--- src/rtl/misc_pipe_if.sv ---
// misc_pipe_if: operand/result stream bundle for misc_pipe
interface misc_pipe_if #(
    parameter int NA   = 8,
    parameter int NB   = 4,
    parameter int ACCW = 16
);
    logic            IN_VALID;
    logic            IN_READY;
    logic [NA-1:0]   A;
    logic [NB-1:0]   B;
    logic [NA-1:0]   C;
    logic            ACC_EN;
    logic            ACC_CLR;
    logic            OUT_VALID;
    logic            OUT_READY;
    logic [NA-1:0]   XOUT1;
    logic [NA-1:0]   XOUT2;
    logic [ACCW-1:0] ACC;
    modport slave (
        input  IN_VALID, A, B, C, ACC_EN, ACC_CLR, OUT_READY,
        output IN_READY, OUT_VALID, XOUT1, XOUT2, ACC
    );
    modport master (
        output IN_VALID, A, B, C, ACC_EN, ACC_CLR, OUT_READY,
        input  IN_READY, OUT_VALID, XOUT1, XOUT2, ACC
    );
endinterface

--- src/rtl/misc_pipe.sv ---
// misc_pipe: 3-stage pipelined Misc datapath with stall flow control and XOUT1 accumulator
module misc_pipe #(
    parameter int NA   = 8,
    parameter int NB   = 4,
    parameter int ACCW = 16
) (
    input logic       CLK,
    input logic       RST,
    misc_pipe_if.slave bus
);
    localparam logic [NA-1:0] MAGIC = {1'b0, {(NA-1){1'b1}}};
    logic          adv;
    logic [NA-1:0] bx, nb_c, na_c, br_c, t1_c;
    logic [NA-1:0] d0_c, d1_c, p_c, q_c, zz_c, x1_c, x2_c;
    logic          s1_v, s1_en, s2_v, s2_en, out_en;
    logic [NA-1:0] s1_a, s1_bx, s1_c, s1_na, s1_nb, s1_br, s1_t1;
    logic [NA-1:0] s2_a, s2_bx, s2_c, s2_na, s2_d0, s2_d1, s2_p, s2_q;
    assign adv          = !bus.OUT_VALID || bus.OUT_READY;
    assign bus.IN_READY = adv;
    // stage-1 sum/difference and first branch select from the raw operands
    always_comb begin
        bx   = NA'(bus.B);
        nb_c = bus.A + bx;
        na_c = bus.A - bx;
        br_c = (bus.A > bx) ? nb_c : na_c;
        t1_c = (bus.A > bx) ? bus.A : nb_c;
    end
    // stage-2 nested branch select, product and weighted sum
    always_comb begin
        d0_c = (s1_br > s1_t1) ? s1_br + s1_t1 : s1_br - s1_t1;
        d1_c = (s1_br > s1_t1) ? s1_br : s1_br + s1_t1;
        p_c  = s1_na * s1_nb;
        q_c  = s1_na + s1_nb * NA'(3);
    end
    // stage-3 final results; the magic A value swaps in A*bx as the product term
    always_comb begin
        zz_c = (s2_a == MAGIC) ? s2_a * s2_bx : s2_d0 * s2_d1;
        x1_c = s2_na - ((s2_p - NA'(1)) - s2_q) + zz_c;
        x2_c = s2_na + s2_c + NA'(5);
    end
    // pipeline registers: whole pipe shifts together on adv, holds otherwise
    always_ff @(posedge CLK) begin
        if (RST) begin
            s1_v          <= 1'b0;
            s2_v          <= 1'b0;
            bus.OUT_VALID <= 1'b0;
            bus.XOUT1     <= '0;
            bus.XOUT2     <= '0;
        end else if (adv) begin
            s1_v          <= bus.IN_VALID;
            s1_en         <= bus.ACC_EN;
            s1_a          <= bus.A;
            s1_bx         <= bx;
            s1_c          <= bus.C;
            s1_na         <= na_c;
            s1_nb         <= nb_c;
            s1_br         <= br_c;
            s1_t1         <= t1_c;
            s2_v          <= s1_v;
            s2_en         <= s1_en;
            s2_a          <= s1_a;
            s2_bx         <= s1_bx;
            s2_c          <= s1_c;
            s2_na         <= s1_na;
            s2_d0         <= d0_c;
            s2_d1         <= d1_c;
            s2_p          <= p_c;
            s2_q          <= q_c;
            bus.OUT_VALID <= s2_v;
            out_en        <= s2_en;
            bus.XOUT1     <= x1_c;
            bus.XOUT2     <= x2_c;
        end
    end
    // accumulate XOUT1 on handshakes of enabled beats; clear wins over a same-cycle add
    always_ff @(posedge CLK) begin
        if (RST || bus.ACC_CLR)
            bus.ACC <= '0;
        else if (bus.OUT_VALID && bus.OUT_READY && out_en)
            bus.ACC <= bus.ACC + ACCW'(bus.XOUT1);
    end
endmodule

--- src/flat_wrapper.sv ---
// flat-port wrapper written by rule: the top's interface ports become plain ports
module misc_pipe_flat 
#(
    parameter int NA   = 8,
    parameter int NB   = 4,
    parameter int ACCW = 16
)
  (CLK, RST, bus_IN_VALID, bus_A, bus_B, bus_C, bus_ACC_EN, bus_ACC_CLR, bus_OUT_READY, bus_IN_READY, bus_OUT_VALID, bus_XOUT1, bus_XOUT2, bus_ACC);
  misc_pipe_if #(.NA(NA), .NB(NB), .ACCW(ACCW)) bus_i ();
  input logic CLK;
  input logic RST;
  input wire logic [$bits(bus_i.IN_VALID)-1:0] bus_IN_VALID;
  input wire logic [$bits(bus_i.A)-1:0] bus_A;
  input wire logic [$bits(bus_i.B)-1:0] bus_B;
  input wire logic [$bits(bus_i.C)-1:0] bus_C;
  input wire logic [$bits(bus_i.ACC_EN)-1:0] bus_ACC_EN;
  input wire logic [$bits(bus_i.ACC_CLR)-1:0] bus_ACC_CLR;
  input wire logic [$bits(bus_i.OUT_READY)-1:0] bus_OUT_READY;
  output wire logic [$bits(bus_i.IN_READY)-1:0] bus_IN_READY;
  output wire logic [$bits(bus_i.OUT_VALID)-1:0] bus_OUT_VALID;
  output wire logic [$bits(bus_i.XOUT1)-1:0] bus_XOUT1;
  output wire logic [$bits(bus_i.XOUT2)-1:0] bus_XOUT2;
  output wire logic [$bits(bus_i.ACC)-1:0] bus_ACC;
  assign bus_i.IN_VALID = bus_IN_VALID;
  assign bus_i.A = bus_A;
  assign bus_i.B = bus_B;
  assign bus_i.C = bus_C;
  assign bus_i.ACC_EN = bus_ACC_EN;
  assign bus_i.ACC_CLR = bus_ACC_CLR;
  assign bus_i.OUT_READY = bus_OUT_READY;
  assign bus_IN_READY = bus_i.IN_READY;
  assign bus_OUT_VALID = bus_i.OUT_VALID;
  assign bus_XOUT1 = bus_i.XOUT1;
  assign bus_XOUT2 = bus_i.XOUT2;
  assign bus_ACC = bus_i.ACC;
  misc_pipe #(.NA(NA), .NB(NB), .ACCW(ACCW)) u_core (.CLK(CLK), .RST(RST), .bus(bus_i));
endmodule
--- config.mk ---
export PLATFORM = sky130hd
export DESIGN_NAME = misc_pipe_flat
export DESIGN_NICKNAME = d
export VERILOG_FILES = /design/src/rtl/misc_pipe_if.sv /design/src/rtl/misc_pipe.sv /design/src/flat_wrapper.sv
export SDC_FILE = /design/constraint.sdc
export NUM_CORES = 1
export LEC_CHECK = 0
export BUFFER_PORTS_ARGS = -buffer_cell sky130_fd_sc_hd__buf_2
export CAP_MARGIN = 20
export CORE_MARGIN = 3
export CORE_UTILIZATION = 43
export CTS_CLUSTER_SIZE = 20
export DETAILED_ROUTE_END_ITERATION = 8
export PLACE_DENSITY = 0.6
export SETUP_SLACK_MARGIN = 0.15
export SKIP_LAST_GASP = 1
export SLEW_MARGIN = 20
export SYNTH_ARGS = -nofsm -noshare
export SYNTH_HDL_FRONTEND = slang
export SYNTH_SLANG_ARGS = --single-unit
--- constraint.sdc ---
create_clock -name CLK -period 19.8 [get_ports CLK]
set_clock_uncertainty 0.1 [all_clocks]
set_input_delay 2.97 -clock CLK [delete_from_list [all_inputs] [get_ports CLK]]
set_output_delay 2.97 -clock CLK [all_outputs]
set_load 0.01 [all_outputs]
-- Yosys cells after proc, flatten, opt, wreduce, memory -nomap -nowiden
Index checks and enable logic that the tools add are counted.
- bits in registers: 150
- bits of input ports: 26
- output and inout port bits: 34
- logic and storage cells: 55
- add/subtract/negate cells: 12
- multipliers: 4
- magnitude comparators: 2
- equality and inequality tests: 1
- multiplexer cells: 5
- bitwise logic cells: 1
- reduce and logical (&&, ||, !) cells: 6
- operators by type and width (operator ; number):
    $mux 8 ; 5
    $add 8x8->8 ; 4
    $sub 8x8->8 ; 3
    $add 16x8->16 ; 1
    $mul 8x8->8 ; 2
    $add 8x3->8 const B ; 1
    $add 8x4->8 ; 1
    $eq 8x7->1 const B ; 1
    $gt 8x4->1 ; 1
    $gt 8x8->1 ; 1
    $mul 8x2->8 const B ; 1
    $mul 8x4->8 ; 1
    $sub 8x1->8 const B ; 1
    $sub 8x4->8 ; 1
    $logic_and 1x1->1 ; 2
    $logic_or 1x1->1 ; 2
    $reduce_and 2->1 ; 1
    $logic_not 1->1 ; 1
    $not 1->1 ; 1

-- Depth between registers and ports, before layout
Gate-level depths: netlist of the first run.
- word-level depth: 4
- mapped depth: 22
- depth with buffers taken out: 22

-- Worst setup path after synthesis of the first run
Ideal clock, no wire load.
- path kind: input to register
- start point: input port bus_OUT_READY
- end point: register u_core.out_en, enable pin
- library setup time: 583 ps
- data arrival time: 8001 ps
- data required time: 19117 ps
- path slack: 11117 ps
- stages: 4
- cell sequence: nor2b_1 clkbuf_1 clkbuf_1 nor2_1
- cells in the longest elaborated chain, start to end: 2
- ends and longest elaborated chain (what ; line ; RTL):
    start, declared ; flat_wrapper.sv:18 ; input wire logic [$bits(bus_i.OUT_READY)-1:0] bus_OUT_READY;
    $logic_or 1x1->1 ; misc_pipe.sv:18 ; assign adv = !bus.OUT_VALID || bus.OUT_READY;
    $reduce_and 2->1 (no source line) ; - ;
    end signal, assigned ; misc_pipe.sv:70 ; out_en <= s2_en;
    end, declared ; misc_pipe.sv:15 ; logic s1_v, s1_en, s2_v, s2_en, out_en;
No other way between the ends.
A chain may end at the register's enable or synchronous reset.

-- Worst setup path in the final report of the first run
- start point: input port bus_OUT_READY
- end point: output port bus_IN_READY
- cells in the longest elaborated chain, start to end: 1
- ends and longest elaborated chain (what ; line ; RTL):
    $logic_or 1x1->1 ; misc_pipe.sv:18 ;
    end, declared ; flat_wrapper.sv:19 ; output wire logic [$bits(bus_i.IN_READY)-1:0] bus_IN_READY;
No other way between the ends.

==> results of run 1 <==
## final cells by class
cell class | instances | share of cell area [%]
clock inverters | 12 | 0.937
well taps | 285 | 3.22
clock buffers | 20 | 4.13
inverters | 126 | 4.27
flip-flops and latches | 146 | 36.4
multi-input cells | 624 | 48.2
repair buffers | 62 | 2.87
## routing by layer
metal | part of all wire (%) | global-route usage (%)
met2 | 47 | 25.6
met3 | 3.2 | 3.20
met4 | 2.0 | 5.16
met5 | 0 | 0
met1 | 48 | 20.2
## synth_stat cells (2+ instances only)
master	instances	share of area (%)
a211oi_1	7	0.53
a21o_1	23	1.7
a21oi_1	63	3.2
and2_1	49	3.1
and2_2	6	0.45
buf_2	2	0.10
clkbuf_1	21	0.79
dfxtp_1	35	7.0
edfxtp_1	111	33
fa_1	58	12
ha_1	101	13
inv_1	126	4.8
mux2_2	6	0.68
mux2i_1	8	0.80
nand2_1	88	3.3
nand2_2	3	0.19
nand2b_1	4	0.25
nand3_1	6	0.30
nand4_1	5	0.31
nor2_1	45	1.7
nor2b_1	4	0.25
nor3_1	4	0.20
o21a_1	3	0.23
o21ai_0	14	0.70
o21ai_1	2	0.10
o21bai_1	10	0.75
o22a_1	2	0.18
or3_1	2	0.13
xnor2_1	72	6.3
xnor3_1	3	0.68
xor2_1	20	1.8
## cells by family (layout without fill, tap and decap cells)
family	count (synthesis)	in the layout	synth area share [%]
multiplexers	14	14	1.48
AND/OR/NAND/NOR	222	222	10.6
buffers and inverters	151	220	5.83
adder cells (fa/ha/maj)	159	159	24.4
other	1	1	0.0377
flip-flops	146	146	40.5
AO/OA/AOI/OAI	132	132	8.20
XOR/XNOR	96	96	8.94
## flip-flops by register name, summed over array words and instances, names as in the netlist, 4 cells and up
| signal | count |
|---|---|
| u_core.s2_na | 7 |
| u_core.s1_br | 8 |
| u_core.s1_t1 | 8 |
| u_core.s1_c | 8 |
| u_core.s2_bx | 4 |
| u_core.s2_d0 | 8 |
| u_core.s2_q | 7 |
| u_core.s2_a | 8 |
| u_core.s2_c | 8 |
| u_core.s1_nb | 7 |
| u_core.bus.XOUT2 | 8 |
| u_core.bus.XOUT1 | 8 |
| u_core.s1_na | 7 |
| u_core.bus.ACC | 16 |
| u_core.s2_d1 | 8 |
| u_core.s1_bx | 4 |
| u_core.s1_a | 8 |
| u_core.s2_p | 8 |
## worst max path at each step
stage,from,end,cells past startpoint
final,bus_OUT_READY,bus_IN_READY,5
after detailed placement,bus_OUT_READY,bus_IN_READY,5
after global routing,bus_OUT_READY,bus_IN_READY,5
after global placement,bus_OUT_READY,bus_IN_READY,5
after floorplan,bus_OUT_READY,u_core.out_en$_DFFE_PP_,4
after CTS,bus_OUT_READY,bus_IN_READY,5
## power by group through the flow
stage | Sequential (mW) | Clock (mW) | Combinational [mW]
after floorplan | 0.428 | 0 | 0.759
after global placement | 0.438 | 0 | 0.934
after detailed placement | 0.438 | 0 | 0.948
after CTS | 0.431 | 0.314 | 0.955
after global routing | 0.437 | 0.329 | 1.08
final | 0.430 | 0.305 | 0.930
## worst max-delay path: stages
cell and delay [ns]:
buf_2 0.09, nor2b_1 0.04, buf_4 0.19, inv_1 0.49, buf_2 0.25
## per-stage QoR
step	instances	hold slack (ns)	util, %
2_1_floorplan	921	0.300	-
4_1_cts	1275	0.315	48.8
6_report	1275	0.314	48.8
3_3_place_gp	1243	0.300	46.4
3_5_place_dp	1243	0.305	46.4
5_1_grt	1275	0.317	48.8
==> qor.txt, run 1 <==
CTS tree: done
Peak VDD IR: 0.162 mV
DIE AREA: 25000 µm²
DR pass1 iterations: 4
Reg2Reg Depth: 21
Sink Count: 146
hold path depth: 0
final wirelength: 17800 µm
Unique masters post-synth: 49
fin nets: 1162
final hold vios: 0
status: finished, final reports clean
Avg WL per Cell: 14.0 µm
hold buffers post-CTS: 0
sw frac: 38.4%
global-route wire length before repair: 30200 µm
hold_sp: u_core.s1_c[2]$_DFFE_PP_
layout cell share with drive strength beyond 1: 11.5%
DR vias: 6123
total nets after synthesis: 1106
vias in the first global route: 6118
Final TNS setup: 0 ns
register area: 4030 µm²
final RePlAce weighted congestion: 0.886
Logic pwr share: 55.8%
Worst Path Arrival: 4.04 ns
number of synthesized register bits: 146
most frequent cells in the layout: inv_1, edfxtp_1, ha_1, nand2_1, xnor2_1
Hold Path Class: flop to flop
initial antenna violation count: 0
RSZ-0062 raised after global routing: no
Crit. End Element: output pin
Die Width: 158 µm
Seq pwr share: 25.8%
DIE HEIGHT: 158 µm
Fmax: 141 MHz
postcts setup bufs: 0
Rows: 55
clock latency on the worst-skew pair: 0.42 ns
worst slack at placement: 12.69 ns
CTS max path bufs: 2
r2r setup slk: 14.68 ns
gr ovfl total: 0
placed inst area: 10500 µm²
P_sw: 0.640 mW
ant diodes: 0
WP data required: 16.73 ns
Fillers: 2123
worst r2r dst: u_core.bus.XOUT1[7]$_SDFFE_PP0N_
area of the core: 22700 µm²
area of the multi-input gates: 5350 µm²
final worst setup slack: 12.69 ns
crit path kind: input pin to output pin
CTS Buf Count: 17
Global Route Usage Sum: 15.4%
Yosys warnings: 0
Clock Power Share: 18.3%
critical path peak fanout: 23
hold path endpoint: u_core.s2_c[2]$_DFFE_PP_
Syn Inst Count: 921
worst reg2reg path startpoint: u_core.s2_d0[0]$_DFFE_PP_
Initial DRC Count: 336
maxcap violations: 0
CTS resizes: 0
kind of start point of the critical path: input pin
fin area: 11100 µm²
Final setup viols: 0
internal power: 1.03 mW
commonest non-fill, non-tap cell in the layout: inv_1
clk slew on worst S/H paths: 0.06 ns
Tcrit/Tclk final: 35.9%
worst rel slew slack: 36.3%
Slew Viols, Final: 0
average vias per placed instance: 4.80
Top-Level Pins: 60
synthesized area per cell: 10.8 µm²
Routed Antenna Nets: 0
sequential area share after synthesis: 40.5%
Post-synth EDFFs: 111
Layout area overhead: 11.4%
Async SR Flop Fraction: 0%
Power Total: 1.67 mW
DPL Wire Length: 13800 µm
largest net degree at the start of global routing: 64
Root Buffer: clkbuf_16
Syn Std Cell Area: 9950 µm²
Synth Flop Type: edfxtp_1
power per cell area: 150 nW/µm²
Leakage: 4.97 nW
Buffers on Ports: 59
clock period minus worst slack: 7.11 ns
Slew @ Worst Pin: 0.952 ns
Initial Util: 43.8%
DRC viols: 0
H-Tree Depth: 4
(Power assumes the default switching activity.)
==> inputs of run 2 (changes only) <==
--- a/config.mk
+++ b/config.mk
@@ -5,6 +5,7 @@
 export SDC_FILE = /design/constraint.sdc
 export NUM_CORES = 1
 export LEC_CHECK = 0
+export ABC_AREA = 1
 export BUFFER_PORTS_ARGS = -buffer_cell sky130_fd_sc_hd__buf_2
 export CAP_MARGIN = 20
 export CORE_MARGIN = 3
==> constraint.sdc (replaced) <==
create_clock -name CLK -period 6.6 [get_ports CLK]
set_clock_uncertainty 0.1 [all_clocks]
set_input_delay 0.99 -clock CLK [delete_from_list [all_inputs] [get_ports CLK]]
set_output_delay 0.99 -clock CLK [all_outputs]
set_load 0.01 [all_outputs]
==> qor.txt, run 2 <==
Crit. End Element: flop
Unique masters post-synth: 49 (unchanged)
power per cell area: 414 nW/µm² (+180%)
Routed Antenna Nets: 0 (unchanged)
internal power: 2.86 mW (+180%)
Area contributors post-synth: edfxtp_1, ha_1, fa_1
CTS tree: done
hold buffers post-CTS: 0 (unchanged)
Global Route Usage Sum: 16.4% (+0.98 points)
area of the core: 23800 µm² (+4.6%)
clock period minus worst slack: 5.29 ns
H-Tree Depth: 4 (unchanged)
Async SR Flop Fraction: 0% (unchanged)
Final TNS setup: 0 ns (unchanged)
sequential area share after synthesis: 38.3% (-2.3 points)
synthesized area per cell: 9.13 µm² (-15%)
cell mode on critical path: nand2_1
fin nets: 1400 (+20%)
Avg WL per Cell: 13.3 µm (-5.3%)
most frequent cells in the layout: nand2_1, inv_1, edfxtp_1, ha_1, buf_2
Reg with most FFs: u_core.bus.ACC
clock latency on the worst-skew pair: 0.42 ns (about the same)
placed inst area: 11100 µm² (+5.8%)
worst rel slew slack: 31.5% (-4.8 points)
final worst setup slack: 1.31 ns (-11.38 ns)
final wirelength: 20500 µm (+15%)
Buffers on Ports: 59 (unchanged)
r2r setup slk: 1.31 ns (-13.37 ns)
Reg2Reg Depth: 23 (+9.5%)
Sink Count: 146 (unchanged)
commonest non-fill, non-tap cell in the layout: nand2_1
worst reg2reg path startpoint: u_core.s2_d0[1]$_DFFE_PP_
fin area: 11800 µm² (+6.2%)
maxcap violations: 0 (unchanged)
Leakage: 6.01 nW (+21%)
critical path peak fanout: 7 (-70%)
number of synthesized register bits: 146 (unchanged)
Die Width: 163 µm (+2.8%)
Slew @ Worst Pin: 1.03 ns (+0.0729 ns)
vias in the first global route: 7098 (+16%)
CTS max path bufs: 2 (unchanged)
DR vias: 7233 (+18%)
Syn Std Cell Area: 10500 µm² (+5.9%)
Post-synth EDFFs: 111 (unchanged)
global-route wire length before repair: 34800 µm (+15%)
Yosys warnings: 0 (unchanged)
Top-Level Pins: 60 (unchanged)
Clock Power Share: 21.3% (+3.0 points)
CTS Buf Count: 17 (unchanged)
largest net degree at the start of global routing: 75 (+17%)
Syn Inst Count: 1154 (+25%)
Initial Util: 44.4% (+0.56 points)
Synth top area share: 31.6% (-1.9 points)
top-count cell post-synth: nand2_1
average vias per placed instance: 4.68 (-2.6%)
slowest cell delay on critical path: 0.54 ns (+0.05 ns)
Fmax: 189 MHz
DPL Wire Length: 16000 µm (+16%)
crit path kind: flop to flop
CTS resizes: 0 (unchanged)
gr ovfl total: 0 (unchanged)
Logic pwr share: 52.2% (-3.6 points)
RSZ-0062 raised after global routing: no
slowest cell on the critical path: fa_1
Initial DRC Count: 410 (+22%)
initial antenna violation count: 0 (unchanged)
worst r2r dst: u_core.bus.XOUT1[7]$_SDFFE_PP0N_
Hold Path Class: flop to flop
max reg flops: 16 (unchanged)
final hold vios: 0 (unchanged)
ant diodes: 0 (unchanged)
Slew Viols, Final: 0 (unchanged)
Synth Flop Type: edfxtp_1
Worst Path Arrival: 5.50 ns (+1.46 ns)
kind of start point of the critical path: flop
WP data required: 6.81 ns (-9.92 ns)
top cells by count, synth: nand2_1, inv_1, edfxtp_1, ha_1, fa_1
DIE HEIGHT: 163 µm (+2.8%)
final RePlAce weighted congestion: 0.889 (+0.28%)
P_sw: 2.01 mW (+210%)
DIE AREA: 26400 µm² (+5.7%)
Crit. Startpoint: u_core.s2_d0[1]$_DFFE_PP_
worst slack at placement: 1.32 ns (-11.37 ns)
CP endpoint: u_core.bus.XOUT1[7]$_SDFFE_PP0N_
layout cell share with drive strength beyond 1: 10.2% (-1.3 points)
total nets after synthesis: 1339 (+21%)
Seq pwr share: 26.5% (+0.7 points)
Peak VDD IR: 0.314 mV (+93%)
sw frac: 41.3% (+2.9 points)
Root Buffer: clkbuf_16
Tcrit/Tclk final: 80.1%
postcts setup bufs: 0 (unchanged)
DR pass1 iterations: 5 (+1)
Final setup viols: 0 (unchanged)
status: finished, final reports clean
Rows: 56 (+1.8%)
final core occ: 49.6% (+0.74 points)
Layout area overhead: 11.7%
DRC viols: 0 (unchanged)
area leader, netlist: edfxtp_1
clk slew on worst S/H paths: 0.06 ns (about the same)
CP Cell Sequence: nand2_1 > fa_1 > fa_1 > inv_1 > fa_1 > fa_1 > ha_1 > xor2_1 > nand2_1 > nand2_1 > fa_1 > inv_1 > ha_1 > a21oi_1 > o21ai_0 > a31oi_1 > inv_1 > nand2_1 > nand2_1 > nand3_1 > nand2_1 > nor2_1 > nor2_1
[run 2: worst min-delay path by stage]
stage | from | endpoint | slack [ns] | depth (start not counted)
6_report | u_core.s1_bx[3]$_DFFE_PP_ | u_core.s2_bx[3]$_DFFE_PP_ | 0.32 | 0
5_1_grt | u_core.s1_a[1]$_DFFE_PP_ | u_core.s2_a[1]$_DFFE_PP_ | 0.32 | 0
4_1_cts | u_core.s1_bx[3]$_DFFE_PP_ | u_core.s2_bx[3]$_DFFE_PP_ | 0.32 | 0
3_5_place_dp | u_core.s1_bx[3]$_DFFE_PP_ | u_core.s2_bx[3]$_DFFE_PP_ | 0.30 | 0
3_3_place_gp | u_core.s2_en$_DFFE_PP_ | u_core.out_en$_DFFE_PP_ | 0.30 | 0
2_1_floorplan | u_core.s2_en$_DFFE_PP_ | u_core.out_en$_DFFE_PP_ | 0.30 | 0
[run 2: logic make-up after synthesis]
| group | after synthesis | synth area share (%) |
|---|---|---|
| simple gates | 361 | 14.7 |
| buf+inv | 272 | 10.1 |
| compound gates | 139 | 7.47 |
| other cells | 1 | 0.0356 |
| flops | 146 | 38.3 |
| mux | 3 | 0.285 |
| fa+ha+maj | 159 | 23.0 |
| xor+xnor | 73 | 6.14 |
[run 2: power groups by stage]
stage / Sequential, mW / Combinational, mW / Clock [mW]
global route: 1.31 / 2.99 / 1.11
global placement: 1.31 / 2.48 / 0
detailed placement: 1.31 / 2.56 / 0
finish: 1.29 / 2.54 / 1.04
CTS: 1.29 / 2.56 / 1.07
floorplan: 1.28 / 2.03 / 0
[run 2: cell type report]
class | instances | area, µm²
well taps | 319 | 399
flip-flops and latches | 146 | 4030
fillers | 2213 | 12000
inverters | 252 | 946
multi-input cells | 736 | 5450
repair buffers | 62 | 318
clock inverters | 14 | 203
clock buffers | 18 | 429
[run 2: through the flow]
stage / cells / power (mW) / hold slack, ns
after CTS: 1547 / 4.92 / 0.316
after global routing: 1547 / 5.41 / 0.321
after global placement: 1515 / 3.79 / 0.300
after floorplan: 1154 / 3.31 / 0.300
final: 1547 / 4.87 / 0.316
after detailed placement: 1515 / 3.87 / 0.305
[run 2: critical path, delay by kind of cell, from the launching register on]
kind / cells / cell delay, ns
AOI/OAI and AO/OA: 3 / 0.44
DFF: 1 / 0.50
xor gates and xnor gates: 1 / 0.18
and+or+nand+nor: 9 / 0.67
buffers and inverters: 3 / 0.15
adders and majority gates: 7 / 3.14
[run 2: metal layers]
layer / track usage, % / wire length [µm]
met2: 27.1 / 9690
met5: 0 / 0
met3: 2.72 / 551
met1: 22.5 / 10000
met4: 4.38 / 263
==> inputs of run 3 (changes only) <==
==> constraint.sdc (replaced) <==
create_clock -name CLK -period 5.3 [get_ports CLK]
set_clock_uncertainty 0.1 [all_clocks]
set_input_delay 0.795 -clock CLK [delete_from_list [all_inputs] [get_ports CLK]]
set_output_delay 0.795 -clock CLK [all_outputs]
set_load 0.01 [all_outputs]
==> qor.txt, run 3 (synthesis gave the netlist of run 2 again) <==
Routed Antenna Nets: 0 (unchanged)
final wirelength: 20300 µm (-1.0%)
RSZ-0062 raised after global routing: no
Hold Path Class: flop to flop
Sink Count: 146 (unchanged)
hold_sp: u_core.s1_a[3]$_DFFE_PP_
initial antenna violation count: 0 (unchanged)
final hold vios: 0 (unchanged)
worst reg2reg path startpoint: u_core.s2_d0[2]$_DFFE_PP_
CP delay by family, top: adder cells
Peak VDD IR: 0.501 mV (+60%)
global-route wire length before repair: 34100 µm (-2.0%)
Top-Level Pins: 60 (unchanged)
commonest non-fill, non-tap cell in the layout: nand2_1
H-Tree Depth: 4 (unchanged)
clk slew on worst S/H paths: 0.06 ns (about the same)
Root Buffer: clkbuf_16
Avg WL per Cell: 13.0 µm (-1.7%)
worst rel slew slack: 39.7% (+8.2 points)
DR pass1 iterations: 4 (-1)
gr ovfl total: 0 (unchanged)
Buffers on Ports: 59 (unchanged)
Slew @ Worst Pin: 0.901 ns (-0.124 ns)
average vias per placed instance: 4.63 (-0.90%)
Fmax: 205 MHz (+8.4%)
DRC viols: 0 (unchanged)
ant diodes: 0 (unchanged)
critical path peak fanout: 5 (-2)
hold path depth: 0 (unchanged)
post-placement cell count: 1519 (+0.26%)
largest net degree at the start of global routing: 112 (+49%)
hold buffers post-CTS: 0 (unchanged)
clock latency on the worst-skew pair: 0.42 ns (about the same)
Die Width: 163 µm (unchanged)
DPL Wire Length: 15800 µm (-1.3%)
DR vias: 7219 (-0.19%)
final core occ: 50.3% (+0.72 points)
Final TNS setup: 0 ns (unchanged)
Rows: 56 (unchanged)
Final setup viols: 0 (unchanged)
CP Cell Sequence: nand2_2 > fa_1 > inv_1 > ha_1 > fa_1 > fa_1 > ha_4 > xor2_1 > nand2_1 > nand2_1 > fa_1 > inv_2 > ha_4 > a21oi_2 > o21ai_1 > a31oi_1 > inv_1 > nand2_1 > nand2_2 > nand3_2 > nand2_1 > nor2_1 > nor2_1
Global Route Usage Sum: 16.0% (-0.40 points)
hold path endpoint: u_core.s2_a[3]$_DFFE_PP_
final worst setup slack: 0.423 ns (-0.891 ns)
Layout Cells excl Fill: 1558 (+0.71%)
power per cell area: 528 nW/µm² (+28%)
worst slack at placement: 0.148 ns (-1.18 ns)
Reg2Reg Depth: 23 (unchanged)
crit path kind: flop to flop
r2r setup slk: 0.42 ns (-0.89 ns)
vias in the first global route: 7094 (-0.056%)
WP data required: 5.50 ns (-1.31 ns)
Leakage: 6.06 nW (+0.88%)
CTS Buf Count: 17 (unchanged)
DIE HEIGHT: 163 µm (unchanged)
clock period minus worst slack: 4.88 ns (-0.409 ns)
area of the core: 23800 µm² (unchanged)
Slew Viols, Final: 0 (unchanged)
Power Total: 6.31 mW (+30%)
slowest cell delay on critical path: 0.56 ns (+0.02 ns)
kind of start point of the critical path: flop
max reg flops: 16 (unchanged)
Initial Util: 44.4% (unchanged)
layout cell share with drive strength beyond 1: 12.7% (+2.5 points)
placed inst area: 11200 µm² (+0.38%)
maxcap violations: 0 (unchanged)
worst r2r dst: u_core.bus.XOUT1[7]$_SDFFE_PP0N_
Fin Hold WS: 0.315 ns (-0.00124 ns)
CTS max path bufs: 2 (unchanged)
most frequent cells in the layout: nand2_1, inv_1, edfxtp_1, ha_1, buf_2
final RePlAce weighted congestion: 0.884 (-0.51%)
fin nets: 1411 (+0.79%)
Tcrit/Tclk final: 92.0% (+12 points)
DIE AREA: 26400 µm² (unchanged)
fin area: 11900 µm² (+1.5%)
status: finished, final reports clean
Initial DRC Count: 364 (-11%)
Layout area overhead: 13.3%
Worst Path Arrival: 5.08 ns (-0.42 ns)
slowest cell on the critical path: fa_1
Crit. End Element: flop
Reg with most FFs: u_core.bus.ACC
CTS tree: done
Buffers & Inverters on Critical Path: 3 (unchanged)
[run 3: cell count changes in the layout (fill, tap and decap cells not counted), sizes merged]
cell | before | now
clkinvlp | 2 | 0
buf | 62 | 73
clkinv | 5 | 7
bufinv | 4 | 1
clkbuf | 18 | 21
[run 3: worst max-delay path by stage]
stage	cells past startpoint	startpoint	to	slack, ns
after floorplan	23	u_core.s2_d0[1]$_DFFE_PP_	u_core.bus.XOUT1[7]$_SDFFE_PP0N_	0.41
after global placement	23	u_core.s2_d1[2]$_DFFE_PP_	u_core.bus.XOUT1[7]$_SDFFE_PP0N_	0.24
after detailed placement	23	u_core.s2_d1[2]$_DFFE_PP_	u_core.bus.XOUT1[7]$_SDFFE_PP0N_	0.15
after CTS	23	u_core.s2_d0[2]$_DFFE_PP_	u_core.bus.XOUT1[7]$_SDFFE_PP0N_	0.16
after global routing	29	u_core.s2_d0[2]$_DFFE_PP_	u_core.bus.XOUT1[7]$_SDFFE_PP0N_	0.17
final	23	u_core.s2_d0[2]$_DFFE_PP_	u_core.bus.XOUT1[7]$_SDFFE_PP0N_	0.42
[run 3: where the power goes]
| part | total (mW) | switching, mW | internal [mW] |
|---|---|---|---|
| registers | 1.60 | 0.132 | 1.47 |
| clock network | 1.22 | 0.491 | 0.725 |
| logic | 3.50 | 2.01 | 1.49 |
[run 3: metal layers]
metal	track usage, %	wire length, µm
met4	3.88	218
met2	26.7	9540
met5	0	0
met3	2.54	616
met1	22.0	9920
[run 3: cell type report]
class	instances	area (µm²)
flip-flops and latches	146	4030
well taps	319	399
inverters	252	946
fillers	2180	11800
clock buffers	21	493
repair buffers	73	424
multi-input cells	736	5540
clock inverters	11	114
[run 3: what timing repair did]
| item | 4_1_cts | 5_1_grt |
|---|---|---|
| endpoints found under the hold margin | 0 | 0 |
| resized for setup | 0 | 25 |
| buffers inserted | 3 | 4 |
| setup endpoints to repair | 1 | 1 |
| pin swaps | 0 | 16 |
[run 3: worst register-to-register path: stages (launching register included)]
cell	delay (ns)
edfxtp_1	0.46
nand2_2	0.09
fa_1	0.54
inv_1	0.04
ha_1	0.30
fa_1	0.56
fa_1	0.45
ha_4	0.28
xor2_1	0.15
nand2_1	0.06
nand2_1	0.07
fa_1	0.52
inv_2	0.05
ha_4	0.25
a21oi_2	0.12
o21ai_1	0.07
a31oi_1	0.18
inv_1	0.06
nand2_1	0.07
nand2_2	0.06
nand3_2	0.07
nand2_1	0.05
nor2_1	0.12
nor2_1	0.04
